===== config.mk =====
export PLATFORM = sky130hd
export DESIGN_NAME = seq_pattern_gen
export DESIGN_NICKNAME = d
export VERILOG_FILES = /design/src/rtl/seq_gen_pkg.sv /design/src/rtl/seq_pattern_gen.sv
export SDC_FILE = /design/constraint.sdc
export NUM_CORES = 1
export LEC_CHECK = 0
export CORE_MARGIN = 2
export CORE_UTILIZATION = 48
export DETAILED_ROUTE_END_ITERATION = 8
export PLACE_DENSITY_LB_ADDON = 0.25
export SLEW_MARGIN = 20
export SYNTH_ARGS = -nofsm -noshare
export SYNTH_HDL_FRONTEND = slang
export SYNTH_SLANG_ARGS = --single-unit

===== constraint.sdc =====
create_clock -name clk -period 2 [get_ports clk]
set_clock_uncertainty 0.1 [all_clocks]
set_input_delay 0.4 -clock clk [delete_from_list [all_inputs] [get_ports clk]]
set_output_delay 0.4 -clock clk [all_outputs]
set_load 0.1 [all_outputs]

===== src/rtl/seq_gen_pkg.sv =====
// Shared types and default sizing for the serial pattern generator.
package seq_gen_pkg;

  // Default maximum pattern length, length-field width and repeat-field width.
  localparam int unsigned DefW  = 8;
  localparam int unsigned DefLW = 4;
  localparam int unsigned DefRW = 4;

  typedef enum logic [1:0] {
    StIdle,
    StShift,
    StDone
  } state_e;

endpackage


===== src/rtl/seq_pattern_gen.sv =====
// Serial pattern generator: emits the low len bits of a captured pattern MSB-first,
// repeated reps+1 times back to back, then pulses done. All outputs are registered.
module seq_pattern_gen
  import seq_gen_pkg::*;
#(
  parameter int unsigned W  = DefW,
  parameter int unsigned LW = DefLW,
  parameter int unsigned RW = DefRW
) (
  input  logic          clk,
  input  logic          rst,
  input  logic          start,
  input  logic [W-1:0]  pattern,
  input  logic [LW-1:0] len,
  input  logic [RW-1:0] reps,
  input  logic          abort,
  output logic          o,
  output logic          o_valid,
  output logic          busy,
  output logic          done,
  output logic          err
);

  // One bit wider than len so that len values above W compare correctly.
  localparam logic [LW:0] LenMax = (LW + 1)'(W);

  state_e        state_q;
  logic [W-1:0]  pat_q;
  logic [LW-1:0] len_q;
  logic [LW-1:0] idx_q;   // position of the bit currently on o
  logic [RW-1:0] reps_q;
  logic [RW-1:0] pass_q;  // passes already completed in full
  logic          len_ok;

  // Shift-based select keeps the index width independent of W.
  function automatic logic bit_at(input logic [W-1:0] p, input logic [LW-1:0] i);
    logic [W-1:0] s;
    s = p >> i;
    return s[0];
  endfunction

  // A start request is only accepted for 1 <= len <= W.
  always_comb begin
    len_ok = (len != '0) && ({1'b0, len} <= LenMax);
  end

  // Control FSM with inline bit/pass counters and registered outputs.
  always_ff @(posedge clk) begin
    if (!rst) begin
      state_q <= StIdle;
      pat_q   <= '0;
      len_q   <= '0;
      reps_q  <= '0;
      idx_q   <= '0;
      pass_q  <= '0;
      o       <= 1'b0;
      o_valid <= 1'b0;
      busy    <= 1'b0;
      done    <= 1'b0;
      err     <= 1'b0;
    end else begin
      done <= 1'b0;
      err  <= 1'b0;
      case (state_q)
        StIdle: begin
          // abort suppresses a simultaneous start entirely
          if (start && !abort) begin
            if (len_ok) begin
              pat_q   <= pattern;
              len_q   <= len;
              reps_q  <= reps;
              idx_q   <= len - 1'b1;
              pass_q  <= '0;
              o       <= bit_at(pattern, len - 1'b1);
              o_valid <= 1'b1;
              busy    <= 1'b1;
              state_q <= StShift;
            end else begin
              err <= 1'b1;
            end
          end
        end
        StShift: begin
          if (abort) begin
            o       <= 1'b0;
            o_valid <= 1'b0;
            busy    <= 1'b0;
            state_q <= StIdle;
          end else if (idx_q != '0) begin
            idx_q <= idx_q - 1'b1;
            o     <= bit_at(pat_q, idx_q - 1'b1);
          end else if (pass_q != reps_q) begin
            // next pass starts immediately with no idle gap
            pass_q <= pass_q + 1'b1;
            idx_q  <= len_q - 1'b1;
            o      <= bit_at(pat_q, len_q - 1'b1);
          end else begin
            o       <= 1'b0;
            o_valid <= 1'b0;
            done    <= 1'b1;
            state_q <= StDone;
          end
        end
        StDone: begin
          busy    <= 1'b0;
          state_q <= StIdle;
        end
        default: begin
          o       <= 1'b0;
          o_valid <= 1'b0;
          busy    <= 1'b0;
          state_q <= StIdle;
        end
      endcase
    end
  end

endmodule


==> key figures, run 1 <==
Outcome
  • Outcome: finished, final reports clean

Logic synthesis
  • Post-synth EDFFs: 0
  • Post-synthesis mux area share: 10.4%
  • Top post-synthesis cells by count: nand2_1, dfxtp_1, a21oi_1, inv_1, nor2_1
  • Synth warn: 0
  • Area contributors post-synth: dfxtp_1, nand2_1, mux4_2, a21oi_1, ha_1
  • Synth Area in XOR/XNOR: 6.30%
  • Post-synthesis adder-cell area fraction: 2.96%
  • Most common cell in the synthesized netlist: nand2_1
  • Yosys reg bits: 31
  • Post-synth cell types: 41
  • Mapped Cells: 193
  • Post-Synth Simple-Gate Area: 18.7%
  • Main combinational cell family by area after synthesis: compound AO/OA/AOI/OAI gates
  • Async SR Flop Fraction: 0%
  • Synth area leader: dfxtp_1
  • Share of Yosys cell area claimed by the top area cell type: 36.7%
  • Synthesized area: 0.00169 mm²
  • Post-Syn Nets: 217
  • Compound-Gate Fraction of Synth Area: 19.1%
  • Syn_area_per_cell: 8.75 µm²
  • Main synth FF type: dfxtp_1
  • Sequential area share after synthesis: 36.7%

Place
  • Routability Congestion: 0.872
  • DP Worst Slack: -548 ps
  • DPL Wire Length: 3140 µm
  • Port bufs: 24

Clock network
  • Reg clk slew, reported paths: 90 ps
  • Number of CTS-inserted buffers: 5
  • Later-pin clock latency in the skew report: 340 ps
  • Clock tree sinks: 31
  • Bufs on Longest Clock Path: 2
  • Clk root buf: clkbuf_4
  • CTS tree: yes
  • Htree depth: 2

Timing
  • Crit path setup slack, layout: 36.5 ps
  • Period utilisation layout: 98.2%
  • Slew headroom: 55.9%
  • Slew @ Worst Pin: 661 ps
  • Pins Over Slew Limit: 0
  • RSZ-0062 raised after global routing: yes
  • Highest Clock Rate: 509 MHz
  • Final Hold Fails: 0
  • Final min period: 1960 ps
  • Hold Slack: 370 ps
  • Finish-stage setup viols: 0

Die
  • Die height: 63.3 µm
  • I/O pin cnt: 25
  • Initial core utilization: 50.2%
  • Chip width: 63.3 µm
  • Core area: 0.00336 mm²
  • Site Rows: 21
  • Die area: 0.00401 mm²

Finish
  • Final Util: 67.6%
  • Fill cells: 295
  • Final net count: 269
  • Synth-to-layout area growth: 34.7%
  • Layout cells sized above 1: 26.8%
  • N_diodes: 0

Routing
  • Drc violations: 0
  • Antenna Nets Post-Route: 0
  • Avg WL per Cell: 14.5 µm
  • Final wirelength: 4220 µm
  • Drt pass-1 iters: 4
  • 1st-iter DRT viols: 81
  • Vias: 1,573
  • Vias per cell: 5.39

Min path
  • Hold Path Cell Cnt: 2
  • Tightest Hold Check Type: flip-flop to flip-flop

GRT
  • Initial antenna violation count: 0
  • Total track usage: 22.6%
  • Total gr overflow: 0
  • Vias in the first global route: 1,582
  • Pin count of the biggest net entering global routing: 22
  • First-pass GRT wire length: 7030 µm

Worst setup path
  • Most used cell, CP: a31oi_1
  • Crit start category: flip-flop
  • CP Capture Type: flip-flop
  • Worst r2r path cells: 7
  • Crit path DAT: 2090 ps
  • Worst setup path class: flip-flop to flip-flop
  • CP cell instances: inv_2 -> ha_4 -> mux4_2 -> a221oi_2 -> a31oi_1 -> a31oi_1 -> o41ai_1
  • CP Data Required Time: 2130 ps
  • Crit-path max FO: 2
  • Critical path's largest stage delay: 530 ps
  • Critical-path top delay cell: mux4_2

Power and ir drop
  • PwrDens: 627 mW/mm²
  • Leakage power: 0.865 nW
  • Worst IR Drop VDD: 0.340 mV

Flow run
  • Maxcap violations: 0
==> flip-flops by register name (all words and copies together) (netlist names) <==
name and flops:
busy 1, done 1, err 1, idx_q 4
len_q 4, o 1, o_valid 1, pass_q 4
pat_q 8, reps_q 4, state_q 2
==> metrics by stage <==
stage          cells  total power [mW]  setup TNS (ps)  cell area, µm²
2_1_floorplan    193             0.907               0            1700
3_3_place_gp     283              1.05          -11660            2160
3_5_place_dp     283              1.06          -13430            2160
4_1_cts          292              1.42               0            2250
5_1_grt          292              1.49           -76.6            2270
6_report         292              1.43               0            2270
==> cells by family after synthesis <==
family / Yosys count
buf+inv: 21
fa+ha+maj: 4
xor+xnor: 10
simple gates: 71
flops: 31
compound gates: 46
mux: 10
==> final timing paths <==
kind | to | start | slack [ps]
max | o$_SDFFE_PN0P_ | idx_q[1]$_SDFFE_PN0P_ | 40
min | reps_q[3]$_SDFFE_PN0P_ | reps_q[3]$_SDFFE_PN0P_ | 370
max reg2reg | o$_SDFFE_PN0P_ | idx_q[1]$_SDFFE_PN0P_ | 40
min reg2reg | reps_q[3]$_SDFFE_PN0P_ | reps_q[3]$_SDFFE_PN0P_ | 370
==> area by class of cell <==
cell class	count	area [µm²]	area share, %
Clock inverter	1	5.00	0.220
Clock buffer	7	45.0	1.98
Multi-Input combinational cell	141	1040	45.7
Tap cell	46	57.6	2.53
Inverter	13	48.8	2.15
Timing Repair Buffer	53	455	20.0
Sequential cell	31	623	27.4
==> repair_timing <==
item,CTS,global route
hold buffers,0,0
resized for setup,10,6
endpoints found under the setup margin,27,5
pin swaps,5,5
setup buffers,1,0
==> worst max-delay path: cells and delay by family (launching register included) <==
kind,cells,cell delay (ps)
buf+inv,1,50
mux,1,530
compound gates,4,570
fa+ha+maj,1,260
flops,1,340
==> where the power goes <==
part / switching [mW] / internal (mW)
Clock: 0.216 / 0.137
Sequential: 0.0196 / 0.642
Combinational: 0.207 / 0.205
==> per-layer routing <==
| layer | GRT usage (%) | routed length [µm] | up-vias |
|---|---|---|---|
| met5 | 0 | 0 | - |
| met1 | 25.4 | 1770 | 734 |
| met3 | 6.96 | 241 | 6 |
| met4 | 9.24 | 49 | 0 |
| met2 | 39.6 | 2160 | 44 |
| li1 | - | - | 789 |
==> placed cells by master, fill, tap and decap left out, drive strengths merged, types with 2 or more instances in the layout <==
| cell | instances |
|---|---|
| nor2 | 10 |
| a311oi | 2 |
| nor3 | 7 |
| o21ai | 4 |
| clkbuf | 7 |
| clkdlybuf4s50 | 17 |
| xnor2 | 6 |
| and3 | 2 |
| o21a | 2 |
| nand3 | 3 |
| a221oi | 4 |
| nand2 | 39 |
| dlygate4sd2 | 2 |
| and2 | 2 |
| mux4 | 6 |
| buf | 34 |
| mux2i | 3 |
| ha | 4 |
| inv | 13 |
| dfxtp | 31 |
| a31oi | 3 |
| or3 | 2 |
| xor2 | 4 |
| a21oi | 23 |
Note: power is estimated with default switching activity, not from simulation.
==> run 2: changes to the inputs <==
--- a/config.mk
+++ b/config.mk
@@ -5,8 +5,11 @@
 export SDC_FILE = /design/constraint.sdc
 export NUM_CORES = 1
 export LEC_CHECK = 0
+export ABC_CLOCK_PERIOD_IN_PS = 2000
+export CELL_PAD_IN_SITES_DETAIL_PLACEMENT = 0
+export CELL_PAD_IN_SITES_GLOBAL_PLACEMENT = 1
 export CORE_MARGIN = 2
-export CORE_UTILIZATION = 48
+export CORE_UTILIZATION = 36
 export DETAILED_ROUTE_END_ITERATION = 8
 export PLACE_DENSITY_LB_ADDON = 0.25
 export SLEW_MARGIN = 20
==> key figures, run 2 (same netlist as run 1, synthesis figures left out) <==
Outcome
  • Outcome: finished, final reports clean

Finish
  • Fill cells: 406 (+38%)
  • Max FFs per register: 8 (unchanged)
  • Final Util: 53.6% (-14 points)
  • Multi-input gate area: 0.00103 mm² (-1.1%)
  • Largest Register: pat_q
  • Final net count: 274 (+1.9%)
  • N_diodes: 0 (unchanged)
  • Most frequent cells in the layout: nand2_1, buf_4, dfxtp_1
  • Fin area: 0.00238 mm² (+4.7%)
  • Synth-to-layout area growth: 41.0%
  • Layout cells sized above 1: 29.1% (+2.3 points)
  • Sequential Area: 623 µm² (unchanged)
  • Most common cell after layout, fill and taps aside: nand2_1

Clock network
  • Clock tree sinks: 31 (unchanged)
  • Reg clk slew, reported paths: 70 ps (-20 ps)
  • CTS tree: yes
  • Htree depth: 2 (unchanged)
  • Number of CTS-inserted buffers: 5 (unchanged)
  • Clk root buf: clkbuf_8
  • Later-pin clock latency in the skew report: 280 ps (-60 ps)
  • Hold Buf Count CTS: 0 (unchanged)
  • Bufs on Longest Clock Path: 2 (unchanged)

Routing
  • Vias per cell: 5.20 (-3.5%)
  • 1st-iter DRT viols: 123 (+52%)
  • Metal-1 WL: 1980 µm (+12%)
  • Avg WL per Cell: 14.3 µm (-1.2%)
  • Vias: 1,575 (+0.13%)
  • Drc violations: 0 (unchanged)
  • Final wirelength: 4330 µm (+2.5%)
  • Drt pass-1 iters: 4 (unchanged)
  • Top sig layer: met4
  • Antenna Nets Post-Route: 0 (unchanged)
  • Routed met2 length: 2050 µm (-5.0%)
  • Routed length on met3: 260 µm (+7.9%)

Flow run
  • Maxcap violations: 0 (unchanged)

Place
  • DP Area: 0.00222 mm² (+2.9%)
  • DPL Wire Length: 3340 µm (+6.5%)
  • DP Worst Slack: -533 ps (+14.2 ps)
  • Routability Congestion: 0.846 (-3.0%)
  • Port bufs: 24 (unchanged)

GRT
  • First-pass GRT wire length: 7380 µm (+5.0%)
  • Total track usage: 18.0% (-4.6 points)
  • Initial antenna violation count: 0 (unchanged)
  • Total gr overflow: 0 (unchanged)
  • Pin count of the biggest net entering global routing: 21 (-4.5%)
  • Vias in the first global route: 1,569 (-0.82%)

Power and ir drop
  • Leakage power: 0.920 nW (+6.4%)
  • PwrDens: 656 mW/mm² (+4.7%)
  • Clock share of power: 30.5% (+5.8 points)
  • Sw frac: 29.2% (-1.8 points)
  • Sequential fraction of design power: 42.3% (-4.1 points)
  • Gate power share: 27.2% (-1.7 points)
  • P_sw: 0.457 mW (+3.4%)
  • Worst IR Drop VDD: 0.390 mV (+15%)
  • Internal power: 1.11 mW (+12%)

Min path
  • Tightest Hold Check Type: flip-flop to flip-flop

Timing
  • Slew @ Worst Pin: 480 ps (-181 ps)
  • RSZ-0062 raised after global routing: yes
  • Final Hold Fails: 0 (unchanged)
  • Crit path setup slack, layout: 39.8 ps (+3.31 ps)
  • Slew headroom: 67.9% (+12 points)
  • Finish-stage setup viols: 0 (unchanged)
  • Final min period: 1960 ps (-3.31 ps)
  • Highest Clock Rate: 510 MHz (+0.17%)
  • Pins Over Slew Limit: 0 (unchanged)
  • Period utilisation layout: 98.0% (-0.17 points)

Worst setup path
  • Critical path's largest stage delay: 420 ps (-110 ps)
  • Crit path DAT: 2030 ps (-60 ps)
  • Critical-path top delay cell: or3b_4
  • Worst setup path class: flip-flop to flip-flop
  • Crit-path max FO: 8 (+6)
  • Crit start category: flip-flop
  • CP cell instances: inv_2 -> ha_4 -> or3b_4 -> o21ai_2 -> a221oi_1 -> a311oi_1
  • CP Data Required Time: 2070 ps (-60 ps)
  • CP Capture Type: flip-flop
  • CP top delay family: compound AO/OA/AOI/OAI gates
  • Buf/Inv on CP: 1 (unchanged)

Die
  • Chip width: 72.5 µm (+14%)
  • Site Rows: 24 (+14%)
  • Core area: 0.00444 mm² (+32%)
  • Die area: 0.00526 mm² (+31%)
  • I/O pin cnt: 25 (unchanged)
  • Initial core utilization: 38.0% (-12 points)
  • Die height: 72.5 µm (+14%)
[run 2: cell count changes in the layout (fill, tap and decap cells not counted), moves of 2 or more]
cell	delta
buf_6	+3
clkbuf_8	+5
buf_12	+2
clkbuf_4	-5
[run 2: path summary, 6_finish.rpt]
path	from	end	slack, ps	depth (start not counted)
max	idx_q[1]$_SDFFE_PN0P_	idx_q[0]$_SDFFE_PN0P_	40	6
min reg2reg	pat_q[3]$_SDFFE_PN0P_	pat_q[3]$_SDFFE_PN0P_	370	2
max reg2reg	idx_q[1]$_SDFFE_PN0P_	idx_q[0]$_SDFFE_PN0P_	40	6
min	pat_q[3]$_SDFFE_PN0P_	pat_q[3]$_SDFFE_PN0P_	370	2
[run 2: repair_timing]
| action | 4_1_cts | 5_1_grt |
|---|---|---|
| setup endpoints to repair | 28 | 15 |
| buffers inserted | 1 | 1 |
| pin swaps | 3 | 4 |
| gates resized for setup | 14 | 6 |
[run 2: tightest hold or removal path: stages, from the launching register on]
cell and delay (ps):
dfxtp_1 320, nand2_1 50, a21oi_1 50
[run 2: layer usage]
metal | GRT usage [%] | vias to the layer above
li1 | - | 800
met1 | 23.8 | 719
met2 | 29.3 | 52
met3 | 4.58 | 4
met4 | 4.94 | 0
met5 | 0 | -
[run 2: through the flow]
stage               power, mW  hold slack [ps]  TNS, ps  cells
finish                   1.56              371        0    303
global route             1.65              402     -126    303
CTS                      1.58              374        0    302
detailed placement       1.07              366   -12890    293
global placement         1.07              360   -12110    293
floorplan               0.907              343        0    193
[run 2: final cells by class]
| class | instances | area share, % |
|---|---|---|
| Clock inverter | 2 | 0.525 |
| Sequential cell | 31 | 26.2 |
| Clock buffer | 6 | 3.05 |
| Tap cell | 52 | 2.73 |
| Timing Repair Buffer | 58 | 22.3 |
| Multi-Input combinational cell | 141 | 43.2 |
| Inverter | 13 | 2.05 |
[run 2: power groups by stage]
stage	registers, mW	clock network [mW]	logic, mW
floorplan	0.701	0	0.206
global placement	0.673	0	0.394
detailed placement	0.674	0	0.400
CTS	0.660	0.496	0.421
global route	0.664	0.520	0.464
finish	0.661	0.477	0.425
==> run 3: changes to the inputs <==
--- a/config.mk
+++ b/config.mk
@@ -8,7 +8,8 @@
 export ABC_CLOCK_PERIOD_IN_PS = 2000
 export CELL_PAD_IN_SITES_DETAIL_PLACEMENT = 0
 export CELL_PAD_IN_SITES_GLOBAL_PLACEMENT = 1
-export CORE_MARGIN = 2
+export CORE_ASPECT_RATIO = 0.5
+export CORE_MARGIN = 10
 export CORE_UTILIZATION = 36
 export DETAILED_ROUTE_END_ITERATION = 8
 export PLACE_DENSITY_LB_ADDON = 0.25
==> key figures, run 3 (same netlist as run 1, synthesis figures left out) <==
Outcome
  • Outcome: finished, final reports clean

Die
  • Die area: 0.00800 mm² (+52%)
  • I/O pin cnt: 25 (unchanged)
  • Die height: 68.4 µm (-5.6%)
  • Site Rows: 17 (-29%)
  • Core area: 0.00447 mm² (+0.51%)
  • Chip width: 117 µm (+61%)
  • Initial core utilization: 37.8% (-0.19 points)

Worst setup path
  • CP Capture Type: flip-flop
  • Crit path DAT: 2030 ps (about the same)
  • Crit start category: flip-flop
  • Crit. Startpoint: idx_q[1]$_SDFFE_PN0P_
  • Worst r2r src: idx_q[1]$_SDFFE_PN0P_
  • Crit-path max FO: 2 (-6)
  • CP Data Required Time: 2070 ps (about the same)
  • Worst setup path class: flip-flop to flip-flop

Timing
  • RSZ-0062 raised after global routing: yes
  • Highest Clock Rate: 510 MHz (about the same)
  • Setup Total Neg Slack: 0 ps (unchanged)
  • Final Hold Fails: 0 (unchanged)
  • Pins Over Slew Limit: 0 (unchanged)
  • Slew headroom: 64.5% (-3.4 points)
  • Final min period: 1960 ps (+1.32 ps)
  • Crit path setup slack, layout: 38.5 ps (-1.32 ps)
  • Finish-stage setup viols: 0 (unchanged)
  • Period utilisation layout: 98.1% (about the same)
  • Slew @ Worst Pin: 531 ps (+50.6 ps)

Finish
  • Max FFs per register: 8 (unchanged)
  • Most common cell after layout, fill and taps aside: nand2_1
  • Largest Register: pat_q
  • Final instance count without filler cells: 305 (+0.66%)
  • Fill cells: 433 (+6.7%)
  • Synth-to-layout area growth: 39.5%
  • Final Util: 52.7% (-0.86 points)
  • Layout cells sized above 1: 28.2% (-0.86 points)
  • Final net count: 273 (-0.36%)
  • Most frequent cells in the layout: nand2_1, buf_4, dfxtp_1
  • N_diodes: 0 (unchanged)
  • Fin area: 0.00236 mm² (-1.1%)

Power and ir drop
  • Worst IR Drop VDD: 0.244 mV (-37%)
  • Leakage power: 0.908 nW (-1.3%)
  • PwrDens: 655 mW/mm² (-0.27%)

Clock network
  • Reg clk slew, reported paths: 60 ps (about the same)
  • Hold Buf Count CTS: 0 (unchanged)
  • Htree depth: 2 (unchanged)
  • Clk root buf: clkbuf_8
  • Number of CTS-inserted buffers: 5 (unchanged)
  • CTS tree: yes
  • Bufs on Longest Clock Path: 2 (unchanged)
  • Later-pin clock latency in the skew report: 290 ps (about the same)
  • Clock tree sinks: 31 (unchanged)

GRT
  • Initial antenna violation count: 0 (unchanged)
  • Pin count of the biggest net entering global routing: 18 (-14%)
  • Total gr overflow: 0 (unchanged)
  • First-pass GRT wire length: 7600 µm (+2.9%)
  • Vias in the first global route: 1,617 (+3.1%)
  • Total track usage: 12.0% (-5.9 points)

Min path
  • Min-delay src: pat_q[6]$_SDFFE_PN0P_
  • Tightest Hold Check Type: flip-flop to flip-flop

Routing
  • Avg WL per Cell: 14.7 µm (+3.2%)
  • Vias: 1,597 (+1.4%)
  • Drc violations: 0 (unchanged)
  • Drt pass-1 iters: 4 (unchanged)
  • Antenna Nets Post-Route: 0 (unchanged)
  • 1st-iter DRT viols: 90 (-27%)
  • Vias per cell: 5.24 (+0.73%)
  • Final wirelength: 4490 µm (+3.9%)

Place
  • Routability Congestion: 0.813 (-3.9%)
  • DP Area: 0.00220 mm² (-0.96%)
  • DP Worst Slack: -535 ps (-1.87 ps)
  • Placed cells: 296 (+1.0%)
  • DPL Wire Length: 3470 µm (+3.9%)
  • Port bufs: 24 (unchanged)

Flow run
  • Maxcap violations: 0 (unchanged)
## run 3: cell types whose count changed in the layout (fill, tap and decap cells not counted), sizes merged
cell	previous run	this run
buf	39	38
clkinv	1	0
clkinvlp	1	0
## run 3: through the flow
stage	power (mW)	hold slack (ps)
floorplan	0.907	343
global placement	1.06	354
detailed placement	1.07	362
CTS	1.54	371
global route	1.62	391
finish	1.54	370
## run 3: path summary, 6_finish.rpt
check	to	depth (start not counted)	slack, ps
worst max register to register	o$_SDFFE_PN0P_	7	40
worst max-delay path	o$_SDFFE_PN0P_	7	40
worst min register to register	pat_q[6]$_SDFFE_PN0P_	2	370
worst min-delay path	pat_q[6]$_SDFFE_PN0P_	2	370
## run 3: worst max-delay path, stage by stage, from the launching register on
cell and delay (ps):
dfxtp_2 330, inv_2 50, ha_4 270, mux4_2 540
a221oi_2 250, a31oi_1 70, a31oi_1 160, o41ai_1 80
## run 3: repair_timing
| item | in CTS | in global routing |
|---|---|---|
| gates cloned | 0 | 0 |
| pin swaps | 3 | 6 |
| gates resized for setup | 12 | 6 |
| setup buffers | 1 | 2 |
| endpoints found under the setup margin | 28 | 7 |
## run 3: final cells by class
class	count	area (µm²)	share of cell area, %
multi-input cells	141	1030	43.8
clock buffers	6	72.6	3.08
repair buffers	57	508	21.6
flip-flops and latches	31	623	26.4
inverters	13	48.8	2.07
well taps	57	71.3	3.03
## run 3: metal layers
| metal | up-vias | GRT usage (%) | wire length, µm |
|---|---|---|---|
| met3 | 7 | 4.10 | 259 |
| met1 | 768 | 14.8 | 2150 |
| met4 | 0 | 5.50 | 74 |
| met2 | 30 | 19.0 | 2010 |
| met5 | - | 0 | 0 |
| li1 | 792 | - | - |
## run 3: where the power goes
part           leakage [nW]  internal [mW]  switching [mW]  total (mW)
clock network        0.0371          0.231           0.225       0.456
registers             0.253          0.643          0.0183       0.661
logic                 0.619          0.218           0.206       0.425
total                 0.908           1.09           0.449        1.54
